`config.mk`:
```
export PLATFORM = sky130hd
export DESIGN_NAME = mem_stage_flat
export DESIGN_NICKNAME = d
export VERILOG_FILES = /design/src/rtl/mem_stage_if.sv /design/src/rtl/mem_stage.sv /design/src/flat_wrapper.sv
export SDC_FILE = /design/constraint.sdc
export NUM_CORES = 2
export LEC_CHECK = 0
export ABC_AREA = 1
export BUFFER_PORTS_ARGS = -buffer_cell sky130_fd_sc_hd__buf_2
export CAP_MARGIN = 30
export CELL_PAD_IN_SITES_DETAIL_PLACEMENT = 1
export CELL_PAD_IN_SITES_GLOBAL_PLACEMENT = 1
export CORE_ASPECT_RATIO = 0.75
export CORE_MARGIN = 2
export CORE_UTILIZATION = 34
export CTS_BUF_LIST = sky130_fd_sc_hd__clkbuf_16
export CTS_CLUSTER_DIAMETER = 60
export DETAILED_ROUTE_END_ITERATION = 7
export PLACE_DENSITY_LB_ADDON = 0.1
export SYNTH_ARGS = -nofsm -noshare
export SYNTH_HDL_FRONTEND = slang
export SYNTH_SLANG_ARGS = --single-unit
```
`constraint.sdc`:
```
create_clock -name clk -period 3.1 [get_ports clk]
set_clock_uncertainty 0.1 [all_clocks]
set_input_delay 0.155 -clock clk [delete_from_list [all_inputs] [get_ports clk]]
set_output_delay 0.155 -clock clk [all_outputs]
set_load 0.05 [all_outputs]
```
`src/rtl/mem_stage_if.sv`:
```
// EX->MEM inputs and MEM->IF/WB outputs of the memory stage.
// The master side is the EX stage driving the bus; the slave side is the memory stage.
interface mem_stage_if;
    logic        in_RegWrite;
    logic        in_MemWrite;
    logic        in_MemRead;
    logic        in_MemToReg;
    logic        in_branch;
    logic        in_zero;
    logic [1:0]  in_load_mode;
    logic [4:0]  in_writebackDestination;
    logic [31:0] in_aluResult;
    logic [31:0] in_rt;
    logic [31:0] in_pc;

    logic        pcsrc_out;
    logic [31:0] branch_target_out;
    logic        RegWrite_out;
    logic        MemToReg_out;
    logic [4:0]  writebackDestination_out;
    logic [31:0] aluResult_out;
    logic [31:0] memData_out;
    logic        misalign_err;

    modport master (
        output in_RegWrite, in_MemWrite, in_MemRead, in_MemToReg, in_branch, in_zero,
               in_load_mode, in_writebackDestination, in_aluResult, in_rt, in_pc,
        input  pcsrc_out, branch_target_out, RegWrite_out, MemToReg_out,
               writebackDestination_out, aluResult_out, memData_out, misalign_err
    );

    modport slave (
        input  in_RegWrite, in_MemWrite, in_MemRead, in_MemToReg, in_branch, in_zero,
               in_load_mode, in_writebackDestination, in_aluResult, in_rt, in_pc,
        output pcsrc_out, branch_target_out, RegWrite_out, MemToReg_out,
               writebackDestination_out, aluResult_out, memData_out, misalign_err
    );
endinterface

```
`src/rtl/mem_stage.sv`:
```
// Pipeline MEM stage: byte-lane data memory, extended loads, MEM/WB register.
// Define MEM_MISALIGN_TRAP_EN to trap misaligned accesses instead of masking the address.
module mem_stage #(
    parameter int MEM_WORDS = 64
) (
    input  logic      clk,
    input  logic      rst,
    mem_stage_if.slave bus
);
    localparam int AW = $clog2(MEM_WORDS);

    logic [31:0]   mem_q [MEM_WORDS];
    logic [AW-1:0] idx;
    logic [1:0]    lane;
    logic [31:0]   rd_word;
    logic [31:0]   wr_data;
    logic [3:0]    wr_be;
    logic          wr_en;
    logic          rd_en;

    logic          regwrite_q;
    logic          memtoreg_q;
    logic [4:0]    dest_q;
    logic [31:0]   alu_q;
    logic [31:0]   memdata_q;
    logic [31:0]   memdata_d;

    function automatic logic [31:0] extend_load(input logic [31:0] word,
                                                input logic [1:0]  mode,
                                                input logic [1:0]  ln);
        logic [31:0] sh;
        sh = word >> {ln, 3'b000};
        case (mode)
            2'd0:    extend_load = word;
            2'd1:    extend_load = {{16{sh[15]}}, sh[15:0]};
            2'd2:    extend_load = {{24{sh[7]}}, sh[7:0]};
            default: extend_load = {24'h0, sh[7:0]};
        endcase
    endfunction

    assign bus.pcsrc_out         = bus.in_branch & bus.in_zero;
    assign bus.branch_target_out = bus.in_pc;

    assign idx     = bus.in_aluResult[AW+1:2];
    assign rd_word = mem_q[idx];

    // Natural-alignment masking of the lane offset; trapped accesses never use it.
    always_comb begin
        lane    = bus.in_aluResult[1:0];
        wr_data = {4{bus.in_rt[7:0]}};
        wr_be   = 4'b0001 << lane;
        case (bus.in_load_mode)
            2'd0: begin
                lane    = 2'b00;
                wr_data = bus.in_rt;
                wr_be   = 4'b1111;
            end
            2'd1: begin
                lane    = {bus.in_aluResult[1], 1'b0};
                wr_data = {2{bus.in_rt[15:0]}};
                wr_be   = bus.in_aluResult[1] ? 4'b1100 : 4'b0011;
            end
            default: ;
        endcase
    end

`ifdef MEM_MISALIGN_TRAP_EN
    logic misalign;
    logic misalign_q;
    logic misalign_d;

    assign misalign = (bus.in_MemRead | bus.in_MemWrite) &
                      (((bus.in_load_mode == 2'd0) && (bus.in_aluResult[1:0] != 2'b00)) ||
                       ((bus.in_load_mode == 2'd1) && bus.in_aluResult[0]));
    assign wr_en      = bus.in_MemWrite & ~misalign;
    assign rd_en      = bus.in_MemRead & ~misalign;
    assign misalign_d = misalign_q | misalign;

    always_ff @(posedge clk or posedge rst) begin
        if (rst) misalign_q <= 1'b0;
        else     misalign_q <= misalign_d;
    end

    assign bus.misalign_err = misalign_q;
`else
    assign wr_en            = bus.in_MemWrite;
    assign rd_en            = bus.in_MemRead;
    assign bus.misalign_err = 1'b0;
`endif

    assign memdata_d = rd_en ? extend_load(rd_word, bus.in_load_mode, lane) : 32'h0;

    // Memory is never reset; stores are held off while reset is asserted.
    always_ff @(posedge clk) begin
        if (!rst && wr_en) begin
            for (int b = 0; b < 4; b++) begin
                if (wr_be[b]) mem_q[idx][b*8 +: 8] <= wr_data[b*8 +: 8];
            end
        end
    end

    always_ff @(posedge clk or posedge rst) begin
        if (rst) begin
            regwrite_q <= 1'b0;
            memtoreg_q <= 1'b0;
            dest_q     <= 5'd0;
            alu_q      <= 32'h0;
            memdata_q  <= 32'h0;
        end else begin
            regwrite_q <= bus.in_RegWrite;
            memtoreg_q <= bus.in_MemToReg;
            dest_q     <= bus.in_writebackDestination;
            alu_q      <= bus.in_aluResult;
            memdata_q  <= memdata_d;
        end
    end

    assign bus.RegWrite_out             = regwrite_q;
    assign bus.MemToReg_out             = memtoreg_q;
    assign bus.writebackDestination_out = dest_q;
    assign bus.aluResult_out            = alu_q;
    assign bus.memData_out              = memdata_q;
endmodule

```
`src/flat_wrapper.sv`:
```
// flat-port wrapper written by rule: the top's interface ports become plain ports
module mem_stage_flat 
#(
    parameter int MEM_WORDS = 64
)
  (clk, rst, bus_in_RegWrite, bus_in_MemWrite, bus_in_MemRead, bus_in_MemToReg, bus_in_branch, bus_in_zero, bus_in_load_mode, bus_in_writebackDestination, bus_in_aluResult, bus_in_rt, bus_in_pc, bus_pcsrc_out, bus_branch_target_out, bus_RegWrite_out, bus_MemToReg_out, bus_writebackDestination_out, bus_aluResult_out, bus_memData_out, bus_misalign_err);
  mem_stage_if bus_i ();
  input  logic clk;
  input  logic rst;
  input wire logic [$bits(bus_i.in_RegWrite)-1:0] bus_in_RegWrite;
  input wire logic [$bits(bus_i.in_MemWrite)-1:0] bus_in_MemWrite;
  input wire logic [$bits(bus_i.in_MemRead)-1:0] bus_in_MemRead;
  input wire logic [$bits(bus_i.in_MemToReg)-1:0] bus_in_MemToReg;
  input wire logic [$bits(bus_i.in_branch)-1:0] bus_in_branch;
  input wire logic [$bits(bus_i.in_zero)-1:0] bus_in_zero;
  input wire logic [$bits(bus_i.in_load_mode)-1:0] bus_in_load_mode;
  input wire logic [$bits(bus_i.in_writebackDestination)-1:0] bus_in_writebackDestination;
  input wire logic [$bits(bus_i.in_aluResult)-1:0] bus_in_aluResult;
  input wire logic [$bits(bus_i.in_rt)-1:0] bus_in_rt;
  input wire logic [$bits(bus_i.in_pc)-1:0] bus_in_pc;
  output wire logic [$bits(bus_i.pcsrc_out)-1:0] bus_pcsrc_out;
  output wire logic [$bits(bus_i.branch_target_out)-1:0] bus_branch_target_out;
  output wire logic [$bits(bus_i.RegWrite_out)-1:0] bus_RegWrite_out;
  output wire logic [$bits(bus_i.MemToReg_out)-1:0] bus_MemToReg_out;
  output wire logic [$bits(bus_i.writebackDestination_out)-1:0] bus_writebackDestination_out;
  output wire logic [$bits(bus_i.aluResult_out)-1:0] bus_aluResult_out;
  output wire logic [$bits(bus_i.memData_out)-1:0] bus_memData_out;
  output wire logic [$bits(bus_i.misalign_err)-1:0] bus_misalign_err;
  assign bus_i.in_RegWrite = bus_in_RegWrite;
  assign bus_i.in_MemWrite = bus_in_MemWrite;
  assign bus_i.in_MemRead = bus_in_MemRead;
  assign bus_i.in_MemToReg = bus_in_MemToReg;
  assign bus_i.in_branch = bus_in_branch;
  assign bus_i.in_zero = bus_in_zero;
  assign bus_i.in_load_mode = bus_in_load_mode;
  assign bus_i.in_writebackDestination = bus_in_writebackDestination;
  assign bus_i.in_aluResult = bus_in_aluResult;
  assign bus_i.in_rt = bus_in_rt;
  assign bus_i.in_pc = bus_in_pc;
  assign bus_pcsrc_out = bus_i.pcsrc_out;
  assign bus_branch_target_out = bus_i.branch_target_out;
  assign bus_RegWrite_out = bus_i.RegWrite_out;
  assign bus_MemToReg_out = bus_i.MemToReg_out;
  assign bus_writebackDestination_out = bus_i.writebackDestination_out;
  assign bus_aluResult_out = bus_i.aluResult_out;
  assign bus_memData_out = bus_i.memData_out;
  assign bus_misalign_err = bus_i.misalign_err;
  mem_stage #(.MEM_WORDS(MEM_WORDS)) u_core (.clk(clk), .rst(rst), .bus(bus_i));
endmodule
```
After elaboration in Yosys (flattened, before gate mapping). Memory sizes are Yosys's and may differ from the RTL's. Cells that the tools add are included. Widths: inputs -> output; s select.

Bits of input ports: 111. Register bits: 71. Output and inout port bits: 105. Logic and storage cells: 32. Memories: 1. ROM bits: 0. RAM bits: 2048. Bits in latches: 0.

Equal/unequal tests: 2. Shifts and indexed selects: 2. Reductions and logical operators: 3. Bitwise gates (word level): 1. Order comparisons: 0. $mul: 0. Add/sub/neg operators: 0. Div/mod/pow operators: 0. Mux-type cells: 18.

Memory list: u_core.mem_q (words 64, width 32, rd ports 1, clocked after Yosys merged registers in 0, write ports 1, line mem_stage.sv:12) `logic [31:0] mem_q [MEM_WORDS];`.

Operator list (number): $pmux 32 s3 (1); $pmux 32 s2 (1); $mux 32 (1); $shr 32x5->16 (1); $mux 1 (12); $pmux 4 s2 (1); $mux 4 (1); $pmux 2 s2 (1); $shl 1x2->4 const A (1); $eq 2x1->1 const B (1); $eq 2x2->1 const B (1); $logic_not 2->1 (1); $and 1x1->1 (1); $logic_and 1x1->1 (1); $logic_not 1->1 (1).

Logic depth before layout (Yosys ltp).
Depth after elaboration: 5. Depth in mapped cells: 20.

Worst setup path before layout. No wires, ideal clock.

Path kind: in2reg. Start point: input bus_in_load_mode[1]. End point: memory u_core.mem_q[0][10] (data pin). Library setup time: 702 ps. Required time: 2298 ps. Path buffers: 2. Arrival: 3078 ps. Path slack: -780 ps. Stages on the path: 3. Cell sequence: clkbuf_1 > clkbuf_1 > o21ai_0.

Word-level cells in the longest chain between the ends: 2. Elaborated cells between the ends (all ways): 3.

Ends and longest elaborated chain: from (decl) (line flat_wrapper.sv:16) `input wire logic [$bits(bus_i.in_load_mode)-1:0] bus_in_load_mode;`; $eq 2x1->1 or $logic_not 2->1 (tied branches) (line mem_stage.sv:52) `case (bus.in_load_mode)`; $pmux 32 s2 * (line mem_stage.sv:52); net u_core.wr_data[10] (line mem_stage.sv:16) `logic [31:0] wr_data;`; to (decl) (line mem_stage.sv:12).

The timed path passes the listed nets; every way through them passes the cells marked *.

Final worst setup path.
Start point: memory u_core.mem_q[40][23]. End point: register u_core.memdata_q[23], in the netlist u_core.bus.memData_out[23].

Word-level cells in the longest chain between the ends: 4.

Ends and longest elaborated chain: $mem_v2 64x32 *; $shr 32x5->16 (line mem_stage.sv:32) `sh = word >> {ln, 3'b000};`; $pmux 32 s3 * (line mem_stage.sv:33) `case (mode)`; $mux 32 * (line mem_stage.sv:91) `assign memdata_d = rd_en ? extend_load(rd_word, bus.in_load_mode, lane) : 32'h0;`; net u_core.memdata_d[23] (line mem_stage.sv:26) `logic [31:0] memdata_d;`; to (signal assigned) (line mem_stage.sv:114) `memdata_q <= memdata_d;`; to (decl) (line mem_stage.sv:25) `logic [31:0] memdata_q;`.

Marked as above.

==> results.sh <==
export IMPL_fillers=26600
export IMPL_arrival_ns=3.75
export IMPL_p_leak_nw=39.0
export IMPL_dp_cells=11100
export IMPL_cts_buffer_depth=4
export IMPL_synth_flop_cell="edfxtp_1"
export IMPL_ios=216
export IMPL_gp_congestion=0.921
export IMPL_die_height_um=438
export IMPL_dr_total_vias=60300
export IMPL_fin_cells=11600
export IMPL_met3_length_mm=24.5
export IMPL_grt_setup_unrepaired="false"
export IMPL_hold_viol=2
export IMPL_met2WireLength_mm=146
export IMPL_seq_area_frac_synth_pct=74.1
export IMPL_syn_instance_count=7336
export IMPL_peakVddDrop_mv=0.441
export IMPL_track_usage_pct=26.0
export IMPL_met1_length_mm=157
export IMPL_finalSetupTns_ns=0
export IMPL_antenna_found_initial=24
export IMPL_status="finished, violations left"
export IMPL_stdcell_area_sq_um=104000
export IMPL_end_kind="flip-flop"
export IMPL_synth_area_sq_um=85400
export IMPL_grt_pass1_wl_mm=474
export IMPL_synth_avg_cell_area_sq_um=11.6
export IMPL_cts_buffers=227
export IMPL_hold_slack_ns=-0.0313
export IMPL_cts_sinks=2119
export IMPL_worst_setup_path_type="flip-flop to flip-flop"
export IMPL_maxCapViolations=0
export IMPL_powerDensity_nw_per_um2=608
export IMPL_start_util_pct=34.1
export IMPL_place_area_sq_um=96100
export IMPL_tightest_slew_ns=1.08
export IMPL_tritoncts="yes"
export IMPL_drt_pass1_iter_count=6
export IMPL_final_min_clock_period_ns=3.02
export IMPL_synth_fp_nets=7447
export IMPL_ys_seq_elements=2119
export IMPL_maxSlewHeadroom_pct=27.9
export IMPL_viasPerCell=5.18
export IMPL_drc_errors=0
export IMPL_io_buffers=150
export IMPL_fin_nets=8264
export IMPL_h_tree_depth=4
export IMPL_rows=159
export IMPL_fp_dieW_um=583
export IMPL_root_buffer="clkbuf_16"
export IMPL_slew_viol_final=0
export IMPL_critPathRequiredTime_ns=3.82
export IMPL_fmax_mhz=331
export IMPL_clk_pin_slew_worst_paths_ns=0.06
export IMPL_synthToLayoutAreaGrowth_pct=22.0
export IMPL_synth_area_leaders="edfxtp_1, nand2_1, a21oi_1"
export IMPL_yosys_warnings=0
export IMPL_crit_path_max_fanout=6
export IMPL_min_path_type="input pin to flip-flop"
export IMPL_top_layer="met5"
export IMPL_yosys_area_top_type="edfxtp_1"
export IMPL_drive_above_1_share_pct=15.6
export IMPL_synth_cell_types=31
export IMPL_async_reset_ff_share_pct=3.35
export IMPL_startpoint_type="flip-flop"
export IMPL_failed_checks="negative hold slack"
export IMPL_place_hpwl_mm=222
export IMPL_wirelength_mm=336
export IMPL_post_cts_buffers=0
export IMPL_drtAntennaViolNets=0
export IMPL_grt_max_degree=89
export IMPL_avgRoutedWirePerCell_um=28.9
export IMPL_grt_overflow_total=0
export IMPL_synth_edff_count=2048
export IMPL_drt_iter0_drc=5715
export IMPL_yosysTopAreaCellShare_pct=72.0
export IMPL_grt_pass1_vias=60900
export IMPL_die_area_sq_um=255000
export IMPL_finalCritPeriodShare_pct=97.5
export IMPL_clk_latency_ns=0.94
export IMPL_setup_viol=0
export IMPL_power_mw=63.4
export IMPL_fp_coreArea_sq_um=250000
## cells in the mapped netlist, types with 18 or more instances
master / number
o21ai_0: 339
nand4_1: 63
nand3_1: 136
nor2_1: 465
a21oi_1: 590
a22oi_1: 55
o21ai_1: 49
buf_4: 46
dfrtp_1: 71
buf_1: 50
a22o_1: 23
o211ai_1: 23
or2_0: 18
nand2_1: 2763
buf_2: 197
edfxtp_1: 2048
clkbuf_1: 154
inv_1: 203
## state kept, by name, summed over array words and instances, names as in the netlist
register / cells
u_core.bus.writebackDestination_out: 5
u_core.bus.aluResult_out: 32
u_core.bus.RegWrite_out: 1
u_core.mem_q: 2048
u_core.bus.memData_out: 32
u_core.bus.MemToReg_out: 1
## repair_timing
action	CTS	global route
hold endpoints to repair	1307	2
endpoints found under the setup margin	0	9
resized for setup	0	2
hold buffers	103	1
## cells by family (layout without fill, tap and decap cells)
family	Yosys count	after routing	synth area share [%]
and+or+nand+nor	3474	3474	15.8
DFF	2119	2119	74.1
buffers and inverters	655	1646	3.37
AOI/OAI and AO/OA	1087	1087	6.72
other	1	9	0.00439
## layer usage
metal,up-vias,GRT usage [%]
li1,26800,-
met3,400,5.83
met2,1801,38.9
met5,-,0
met4,18,6.20
met1,31200,38.3
## cells in the final DEF (no fill, tap or decap), drive strengths merged
cell type,instances
nand2,2765
edfxtp,2048
buf,931
a21oi,590
nor2,472
o21ai,389
inv,261
clkbuf,233
nand3,136
dlygate4sd3,104
clkinv,100
dfrtp,71
nand4,63
a22oi,55
or2,30
o211ai,23
a22o,23
bufinv,13
diode,8
nor3,8
clkinvlp,4
o31ai,3
a211oi,2
a31oi,2
conb,1
## stage by stage
stage          setup WS, ns  util, %
6_report             0.0763     41.7
5_1_grt             0.00511     41.7
4_1_cts              0.0794     41.6
3_5_place_dp         -0.557     38.4
3_3_place_gp         -0.569     38.4
2_1_floorplan        -0.735        -
## path summary, 6_finish.rpt
path / from / to / slack, ns / depth (start not counted)
min in group asynchronous: rst / u_core.bus.aluResult_out[29] / 0.50 / 5
min reg2reg: u_core.mem_q[1][4] / u_core.bus.memData_out[4] / 0.92 / 9
max reg2reg: u_core.mem_q[40][23] / u_core.bus.memData_out[23] / 0.08 / 14
max in group asynchronous: rst / u_core.bus.aluResult_out[5] / 1.07 / 6
min: bus_in_rt[19] / u_core.mem_q[16][19] / -0.03 / 5
max: u_core.mem_q[40][23] / u_core.bus.memData_out[23] / 0.08 / 14
## critical path, cell delays in order (launching register included)
cell and delay, ns:
edfxtp_1 0.34, or2_2 0.27, nand3_1 0.08, nand2_1 0.05, o21ai_1 0.31, nand2_1 0.22
nor2_1 0.19, nand2_2 0.19, nand2_1 0.12, nand2_1 0.10, o21ai_2 0.29, nand3_1 0.24
buf_4 0.20, nand2_1 0.18, inv_1 0.07
## report_power, final
part / leakage, nW / total, mW / internal, mW / switching, mW
Combinational: 16.5 / 5.13 / 1.41 / 3.73
Sequential: 18.9 / 31.8 / 31.7 / 0.113
Clock: 3.63 / 26.4 / 14.6 / 11.8
Total: 39.0 / 63.4 / 47.8 / 15.6
## area by class of cell
type | count | area [sq um] | area share, %
multi-input combinational | 4562 | 19500 | 18.7
inverter | 208 | 807 | 0.775
sequential | 2119 | 63300 | 60.7
clock inverter | 170 | 1150 | 1.11
timing repair buffer | 1035 | 9500 | 9.11
antenna | 8 | 20.0 | 0.0192
clock buffer | 233 | 5830 | 5.60
tap | 3300 | 4130 | 3.96
(Power assumes the default switching activity.)
